`src/rtl/expr_eval.sv`:
```
// ============================================================================
// Module   : expr_eval
// Purpose  : Incremental evaluator for digit / '+' / '*' ASCII expressions.
// Revision : 1.0
// ============================================================================
`default_nettype none

module expr_eval #(
    parameter int WIDTH = 16
) (
    input  logic             clk,
    input  logic             clr,
    input  logic             en,
    input  logic [7:0]       in,
    output logic [WIDTH-1:0] value,
    output logic             valid,
    output logic             err,
    output logic             ovf
);

    typedef enum logic [2:0] {
        S_START = 3'd0,
        S_NUM   = 3'd1,
        S_ADD   = 3'd2,
        S_MUL   = 3'd3,
        S_ERR   = 3'd4
    } state_t;

    state_t           r_state, w_state_nxt;
    logic [WIDTH-1:0] r_s, r_p, r_value;
    logic             r_valid, r_err, r_ovf;

    logic [WIDTH-1:0] w_s_nxt, w_p_nxt, w_value_nxt;
    logic             w_valid_nxt, w_err_nxt, w_ovf_nxt;

    logic             w_dig, w_plus, w_star;
    logic [3:0]       w_d;
    logic [WIDTH+3:0] w_prod;
    logic [WIDTH:0]   w_sum_dig, w_sum_mul, w_sum_p;

    assign w_dig  = (in >= 8'h30) && (in <= 8'h39);
    assign w_plus = (in == 8'h2B);
    assign w_star = (in == 8'h2A);
    assign w_d    = in[3:0];

    // Wide intermediates expose the true result so overflow can be detected.
    assign w_prod    = (WIDTH+4)'(r_p) * (WIDTH+4)'(w_d);
    assign w_sum_dig = {1'b0, r_s} + (WIDTH+1)'(w_d);
    assign w_sum_mul = {1'b0, r_s} + {1'b0, w_prod[WIDTH-1:0]};
    assign w_sum_p   = {1'b0, r_s} + {1'b0, r_p};

    always_comb begin
        w_state_nxt = r_state;
        w_s_nxt     = r_s;
        w_p_nxt     = r_p;
        w_value_nxt = r_value;
        w_valid_nxt = r_valid;
        w_err_nxt   = r_err;
        w_ovf_nxt   = r_ovf;
        if (en) begin
            unique case (r_state)
                S_START, S_ADD: begin
                    if (w_dig) begin
                        w_p_nxt     = WIDTH'(w_d);
                        w_value_nxt = w_sum_dig[WIDTH-1:0];
                        w_valid_nxt = 1'b1;
                        w_ovf_nxt   = r_ovf | w_sum_dig[WIDTH];
                        w_state_nxt = S_NUM;
                    end else begin
                        w_valid_nxt = 1'b0;
                        w_err_nxt   = 1'b1;
                        w_state_nxt = S_ERR;
                    end
                end
                S_MUL: begin
                    if (w_dig) begin
                        w_p_nxt     = w_prod[WIDTH-1:0];
                        w_value_nxt = w_sum_mul[WIDTH-1:0];
                        w_valid_nxt = 1'b1;
                        w_ovf_nxt   = r_ovf | (|w_prod[WIDTH+3:WIDTH]) | w_sum_mul[WIDTH];
                        w_state_nxt = S_NUM;
                    end else begin
                        w_valid_nxt = 1'b0;
                        w_err_nxt   = 1'b1;
                        w_state_nxt = S_ERR;
                    end
                end
                S_NUM: begin
                    if (w_plus) begin
                        w_s_nxt     = w_sum_p[WIDTH-1:0];
                        w_ovf_nxt   = r_ovf | w_sum_p[WIDTH];
                        w_valid_nxt = 1'b0;
                        w_state_nxt = S_ADD;
                    end else if (w_star) begin
                        w_valid_nxt = 1'b0;
                        w_state_nxt = S_MUL;
                    end else begin
                        w_valid_nxt = 1'b0;
                        w_err_nxt   = 1'b1;
                        w_state_nxt = S_ERR;
                    end
                end
                default: begin
                    w_valid_nxt = 1'b0;
                    w_err_nxt   = 1'b1;
                    w_state_nxt = S_ERR;
                end
            endcase
        end
    end

    always_ff @(posedge clk or posedge clr) begin
        if (clr) begin
            r_state <= S_START;
        end else begin
            r_state <= w_state_nxt;
        end
    end

    always_ff @(posedge clk or posedge clr) begin
        if (clr) begin
            r_s     <= '0;
            r_p     <= '0;
            r_value <= '0;
            r_valid <= 1'b0;
            r_err   <= 1'b0;
            r_ovf   <= 1'b0;
        end else begin
            r_s     <= w_s_nxt;
            r_p     <= w_p_nxt;
            r_value <= w_value_nxt;
            r_valid <= w_valid_nxt;
            r_err   <= w_err_nxt;
            r_ovf   <= w_ovf_nxt;
        end
    end

    assign value = r_value;
    assign valid = r_valid;
    assign err   = r_err;
    assign ovf   = r_ovf;

endmodule

`default_nettype wire

```
`config.mk`:
```
export PLATFORM = sky130hd
export DESIGN_NAME = expr_eval
export DESIGN_NICKNAME = d
export VERILOG_FILES = /design/src/rtl/expr_eval.sv
export SDC_FILE = /design/constraint.sdc
export NUM_CORES = 1
export LEC_CHECK = 0
export ABC_AREA = 0
export CAP_MARGIN = 20
export CORE_MARGIN = 2
export CORE_UTILIZATION = 30
export DETAILED_ROUTE_END_ITERATION = 6
export GPL_TIMING_DRIVEN = 0
export PLACE_DENSITY = 0.49
export SETUP_SLACK_MARGIN = 0.05
export SYNTH_ARGS = -nofsm -noshare
export SYNTH_HDL_FRONTEND = slang
export SYNTH_SLANG_ARGS = --single-unit
```
`constraint.sdc`:
```
create_clock -name clk -period 12.8 [get_ports clk]
set_clock_uncertainty 0.2 [all_clocks]
set_input_delay 2.56 -clock clk [delete_from_list [all_inputs] [get_ports clk]]
set_output_delay 2.56 -clock clk [all_outputs]
set_load 0.1 [all_outputs]
```
==> impl_metrics.ini, run 1 <==
[layout]
final_util = 0.349
nFillCells = 2059
area_delta_synth_final_pct = 13.3
nNetsFinal = 837
seqCellArea_um2 = 1350
drive_gt1_frac = 0.0259
multi_input_area_um2 = 4130
antenna_cells = 0

[sta]
worst_slack_ns = 4.61
timing.fmax_ghz = 0.122
whs_ns = 0.279
hold_viol = 0
worst_slew_pin_slew_ns = 0.991
drv_slew = 0
setup_viol = 0
slew_headroom = 0.338
period_share = 0.640
fin_crit_ns = 8.19
rsz0062_at_grt = false
final.setup.tns_ns = 0

[synth]
postSynthCellCount = 698
ys_warn_count = 0
synth_top_area_share = 0.232
synth_area_leaders = dfrtp_1 23%, ha_1 13%, fa_1 11%
ys_seq_area_frac = 0.232
synth.distinct_cells = 57
async_flop_share = 1.00
synth_enable_flop_cells = 0
yosys.area.top_type = dfrtp_1
synth_nets = 801
syn_area_um2 = 5820
syn_avg_cell_area_um2 = 8.34
synth_flop_cell = dfrtp_1
synth.ff_latch_count = 54

[cts]
cts_root_buffer = clkbuf_16
clockBufferDepth = 2
cts_hold_buf = 0
postCtsSetupBuffers = 0
ctsResizeCount = 0
cts.sinks = 54
clkSlewWorstSetupHoldPaths_ns = 0.08
h-tree-depth = 2
insertion_delay_ns = 0.30
cts_tree = built
cts_inserted_buffers = 5

[pwr]
p_clk_frac = 0.347
p_comb_frac = 0.213
intPower_mw = 0.277
power_leakage_nw = 3.07
ir_worst_vdd_mv = 0.0453
switching_share = 0.324
p_seq_frac = 0.440
finalPower_mw = 0.409
powerDensity_nw_per_um2 = 62.1
p_sw_mw = 0.132

[worst_setup_path]
slowest_delay_ns = 0.81
critPathLaunchType = input pin
crit_chain = clkdlybuf4s50_1 > clkbuf_1 > nand2_1 > fa_1 > fa_1 > inv_1 > ha_1 > a211o_1 > o211ai_1 > a21boi_0 > nor2_1 > xnor2_1 > ha_1 > and3_1 > a311oi_1 > o21a_1 > xor2_1 > nor2_1 > a21oi_1 > o21ai_0
end_kind = register
cp_top_family = adder cells
critPathMaxFanout = 11
arrival_ns = 8.15
crit_slowest_cell = clkdlybuf4s50_1
worstSetupPathType = input pin to register
crit_buf_inv = 3
required_ns = 12.76

[die]
start_util = 0.308
die_h_um = 143
rows = 50
die_x_um = 143
core_area_um2 = 18900
io_pins = 30
dieArea_um2 = 20500

[drt]
first_pass_iters = 4
vias = 4965
vias_per_cell = 4.99
drc_errors = 0
routed_wirelength_um = 16800
wl_per_cell_um = 16.8
drt_iter0_drc = 292
detail-route-antenna-nets = 0

[placed_design]
dp_slack_ns = 4.32
place_hpwl_um = 13700
port_buffers = 28
gp_congestion = 0.930

[job]
maxCapViolCount = 0

[grt]
grt_max_degree = 32
grt_pass1_wl_um = 28100
overflow = 0
first_global_vias = 5193
antenna_found_initial = 0
track_usage = 0.174

[min_path]
hold_class = register to register

[run_status]
outcome = completed
-- layer usage --
metal	part of all wire	up-vias	global-route usage
met5	0	-	0
met4	0.0091	0	0.0315
met3	0.027	8	0.0127
met2	0.48	68	0.302
met1	0.48	2416	0.241
li1	-	2473	-
-- Yosys cell counts, drive strengths merged (11+ instances only) --
cell type	number
a211oi	11
nand3	15
clkbuf	17
inv	70
o21ai	65
dfrtp	54
and2	48
nor2	40
fa	31
a21oi	39
xnor2	21
xor2	20
nor2b	12
nand2	75
ha	61
a21o	11
-- placed cells by master (no fill, tap or decap), types with 6 or more instances in the layout --
cell / instances
nor2_1: 40
nor2b_1: 12
o211ai_1: 6
nand3_1: 15
a211oi_1: 11
a21oi_1: 38
clkdlybuf4s50_1: 28
o21ai_0: 61
and2_1: 48
a22o_1: 9
fa_1: 31
nor3_1: 10
ha_1: 61
dfrtp_1: 54
clkbuf_1: 17
xor2_1: 20
and3_1: 7
xnor2_1: 21
inv_1: 69
nand2b_1: 10
o21a_1: 8
nand2_1: 75
a21o_1: 11
-- final cells by class --
class / count / share of cell area
clock inverters: 3 / 0.00323
multi-input cells: 555 / 0.627
clock buffers: 5 / 0.0190
plain buffers: 19 / 0.0110
repair buffers: 29 / 0.0456
inverters: 70 / 0.0399
flip-flops and latches: 54 / 0.205
well taps: 260 / 0.0494
-- metrics by stage --
stage,instances,instance area [um2]
2_1_floorplan,698,5820
3_3_place_gp,986,6420
3_5_place_dp,987,6440
4_1_cts,995,6590
5_1_grt,995,6590
6_report,995,6590
-- flip-flops by register name, summed over array words and instances (netlist names) --
name	cells
r_p	16
r_s	16
value	16
r_state	3
err	1
ovf	1
valid	1
-- power by group through the flow --
stage	Combinational (mW)	Clock, mW	Sequential [mW]
final	0.0873	0.142	0.180
after CTS	0.0882	0.147	0.180
after global placement	0.0850	0	0.183
after global routing	0.0975	0.151	0.181
after floorplan	0.0455	0	0.198
after detailed placement	0.0876	0	0.183
-- final timing paths --
kind / cells after the start / endpoint / from / slack [ns]
setup / recovery: 20 / value[12] / in[3] / 4.61
hold / removal: 1 / err / err / 0.28
setup reg to reg: 19 / value[12] / r_p[2] / 7.47
hold reg to reg: 1 / err / err / 0.28
max in group asynchronous: 3 / r_p[12] / clr / 9.39
min in group asynchronous: 2 / r_s[2] / clr / 2.43
-- cells by family (layout without fill, tap and decap cells) --
| group | after synthesis | after routing | share of synthesized area |
|---|---|---|---|
| DFF | 54 | 54 | 0.232 |
| buffers and inverters | 89 | 126 | 0.0576 |
| AOI/OAI and AO/OA | 185 | 185 | 0.205 |
| xor gates and xnor gates | 41 | 41 | 0.0617 |
| and+or+nand+nor | 231 | 231 | 0.195 |
| adders and majority gates | 92 | 92 | 0.238 |
| muxes | 6 | 6 | 0.0110 |
No activity file was read; power rests on OpenSTA's default activity.
==> inputs of run 2 (changes only) <==
==> constraint.sdc (replaced) <==
create_clock -name clk -period 8.53 [get_ports clk]
set_clock_uncertainty 0.2 [all_clocks]
set_input_delay 1.706 -clock clk [delete_from_list [all_inputs] [get_ports clk]]
set_output_delay 1.706 -clock clk [all_outputs]
set_load 0.1 [all_outputs]
==> results of run 2 <==
The final DEF is identical to that of run 1. Status: completed.
Among the figures that moved: setup slack after placement 4.32 ns -> 0.909 ns; setup slack after layout 4.61 ns -> 1.19 ns; register-to-register setup slack 7.47 ns -> 3.20 ns; total power 0.409 mW -> 0.614 mW; worst IR drop on VDD 0.0453 mV -> 0.0679 mV
==> RTL change: new RTL, settings of run 2 <==
`r_s`, `r_p` and `r_value` no longer have a reset.
--- a/src/rtl/expr_eval.sv
+++ b/src/rtl/expr_eval.sv
@@ -120,18 +120,18 @@
     always_ff @(posedge clk or posedge clr) begin
         if (clr) begin
-            r_s     <= '0;
-            r_p     <= '0;
-            r_value <= '0;
             r_valid <= 1'b0;
             r_err   <= 1'b0;
             r_ovf   <= 1'b0;
         end else begin
-            r_s     <= w_s_nxt;
-            r_p     <= w_p_nxt;
-            r_value <= w_value_nxt;
             r_valid <= w_valid_nxt;
             r_err   <= w_err_nxt;
             r_ovf   <= w_ovf_nxt;
         end
+    end
+
+    always_ff @(posedge clk) begin
+        r_s     <= w_s_nxt;
+        r_p     <= w_p_nxt;
+        r_value <= w_value_nxt;
     end
 
Function: changed (a bounded check fails within 4 cycles, from zero or initial values; the reset may be asserted at any time).
==> RTL change against run 2 <==
Area after synthesis decreased by 1.1%. Synthesized cell count decreased by 11%. Wire length decreased by 8.2%. Die area decreased by 1.0%. Final area decreased by 0.93%. Setup slack got worse by 0.20 ns. Sequential cell count unchanged. Global-route usage decreased by 1.5 points. Sequential share of layout area increased by 3.9 points. Non-clock buffer count decreased by 5. Total power decreased by 4.1%. Highest routed layer unchanged.
==> RTL change: results (changes against run 2) <==
drtIter0Drc: 217  # -26%
seq_cell_power_mw: 0.285  # +6%
ys_top_cells_by_area: "edfxtp_1 (25%), ha_1 (13%), fa_1 (11%), and2_1 (7.1%), xnor2_1 (4.4%)"
placedInstanceArea_mm2: 0.00638  # -0.93%
ys_seq_area_share_pct: 27.7  # +4.4 points
seq_cell_count: 54  # unchanged
die_x_um: 143  # -0.52%
ir_worst_vdd_mv: 0.0637  # -6.1%
syn_nets: 723  # -9.7%
grt_pass1_wl_um: 25200  # -10%
grt_pass1_vias: 4822  # -7.1%
pwr_density_cell_mw_per_mm2: 90.2  # -3.2%
area.sequential_mm2: 0.00159  # +18%
async_flop_share_pct: 11.1  # -89 points
arrival_ns: 7.38  # +0.08 ns
synth_common_cells: "and2_1 (65), ha_1 (60), nand2_1 (51), edfxtp_1 (48), inv_1 (46)"
synth-compound-area-share_pct: 16.3  # -4.1 points
tightest_slew_ns: 0.991  # -0.0000117 ns
track_usage_pct: 16.0  # -1.5 points
status: "completed"
period_minus_slack_ns: 7.53  # +0.199 ns
multi_input_area_share_pct: 60.6  # -2.1 points
n_all_inverters: 46  # -34%
layout.nets: 761  # -9.1%
synthMuxAreaShare_pct: 0.522  # -0.58 points
synthAdderAreaFrac_pct: 23.8  # +0.041 points
final-instance-count-excl-fill: 894  # -10%
nNonClkBuffers: 43  # -10%
critical_path.top_delay_family: "compound AO/OA/AOI/OAI gates"
hold-worst-slack_ns: 0.280  # +0.00110 ns
synth-xor-area-share_pct: 6.85  # +0.68 points
dr.pass1.iters: 5  # +1
gp_congestion: 0.840  # -9.7%
place_hpwl_um: 12600  # -8.0%
syn_area_per_cell_um2: 9.27  # +11%
p_leak_nw: 2.73  # -11%
RTL change: cell count changes in the layout (fill, tap and decap cells not counted), moves of 5 or more:
cell	before	now
nand3_1	15	23
and2_1	48	65
clkbuf_1	17	12
dfrtp_1	54	6
o21ai_1	4	10
inv_1	69	46
nor2_1	40	32
o21ai_0	61	17
nand2_1	75	51
xnor2_1	21	29
a21oi_1	38	33
edfxtp_1	0	48
a22o_1	9	0
RTL change: routing by layer:
| metal | global-route usage (%) | vias up | part of all wire (%) |
|---|---|---|---|
| li1 | - | 2282 | - |
| met1 | 22.3 | 2233 | 48 |
| met2 | 25.9 | 78 | 47 |
| met3 | 2.15 | 13 | 3.8 |
| met4 | 4.33 | 0 | 1.6 |
| met5 | 0 | - | 0 |
RTL change: cells by family (layout without fill, tap and decap cells):
kind of cell               Yosys count  in the layout
buffers and inverters               58             97
AOI/OAI and AO/OA                  140            140
DFF                                 54             54
adders and majority gates           91             91
xor gates and xnor gates            45             45
and+or+nand+nor                    230            230
muxes                                3              3
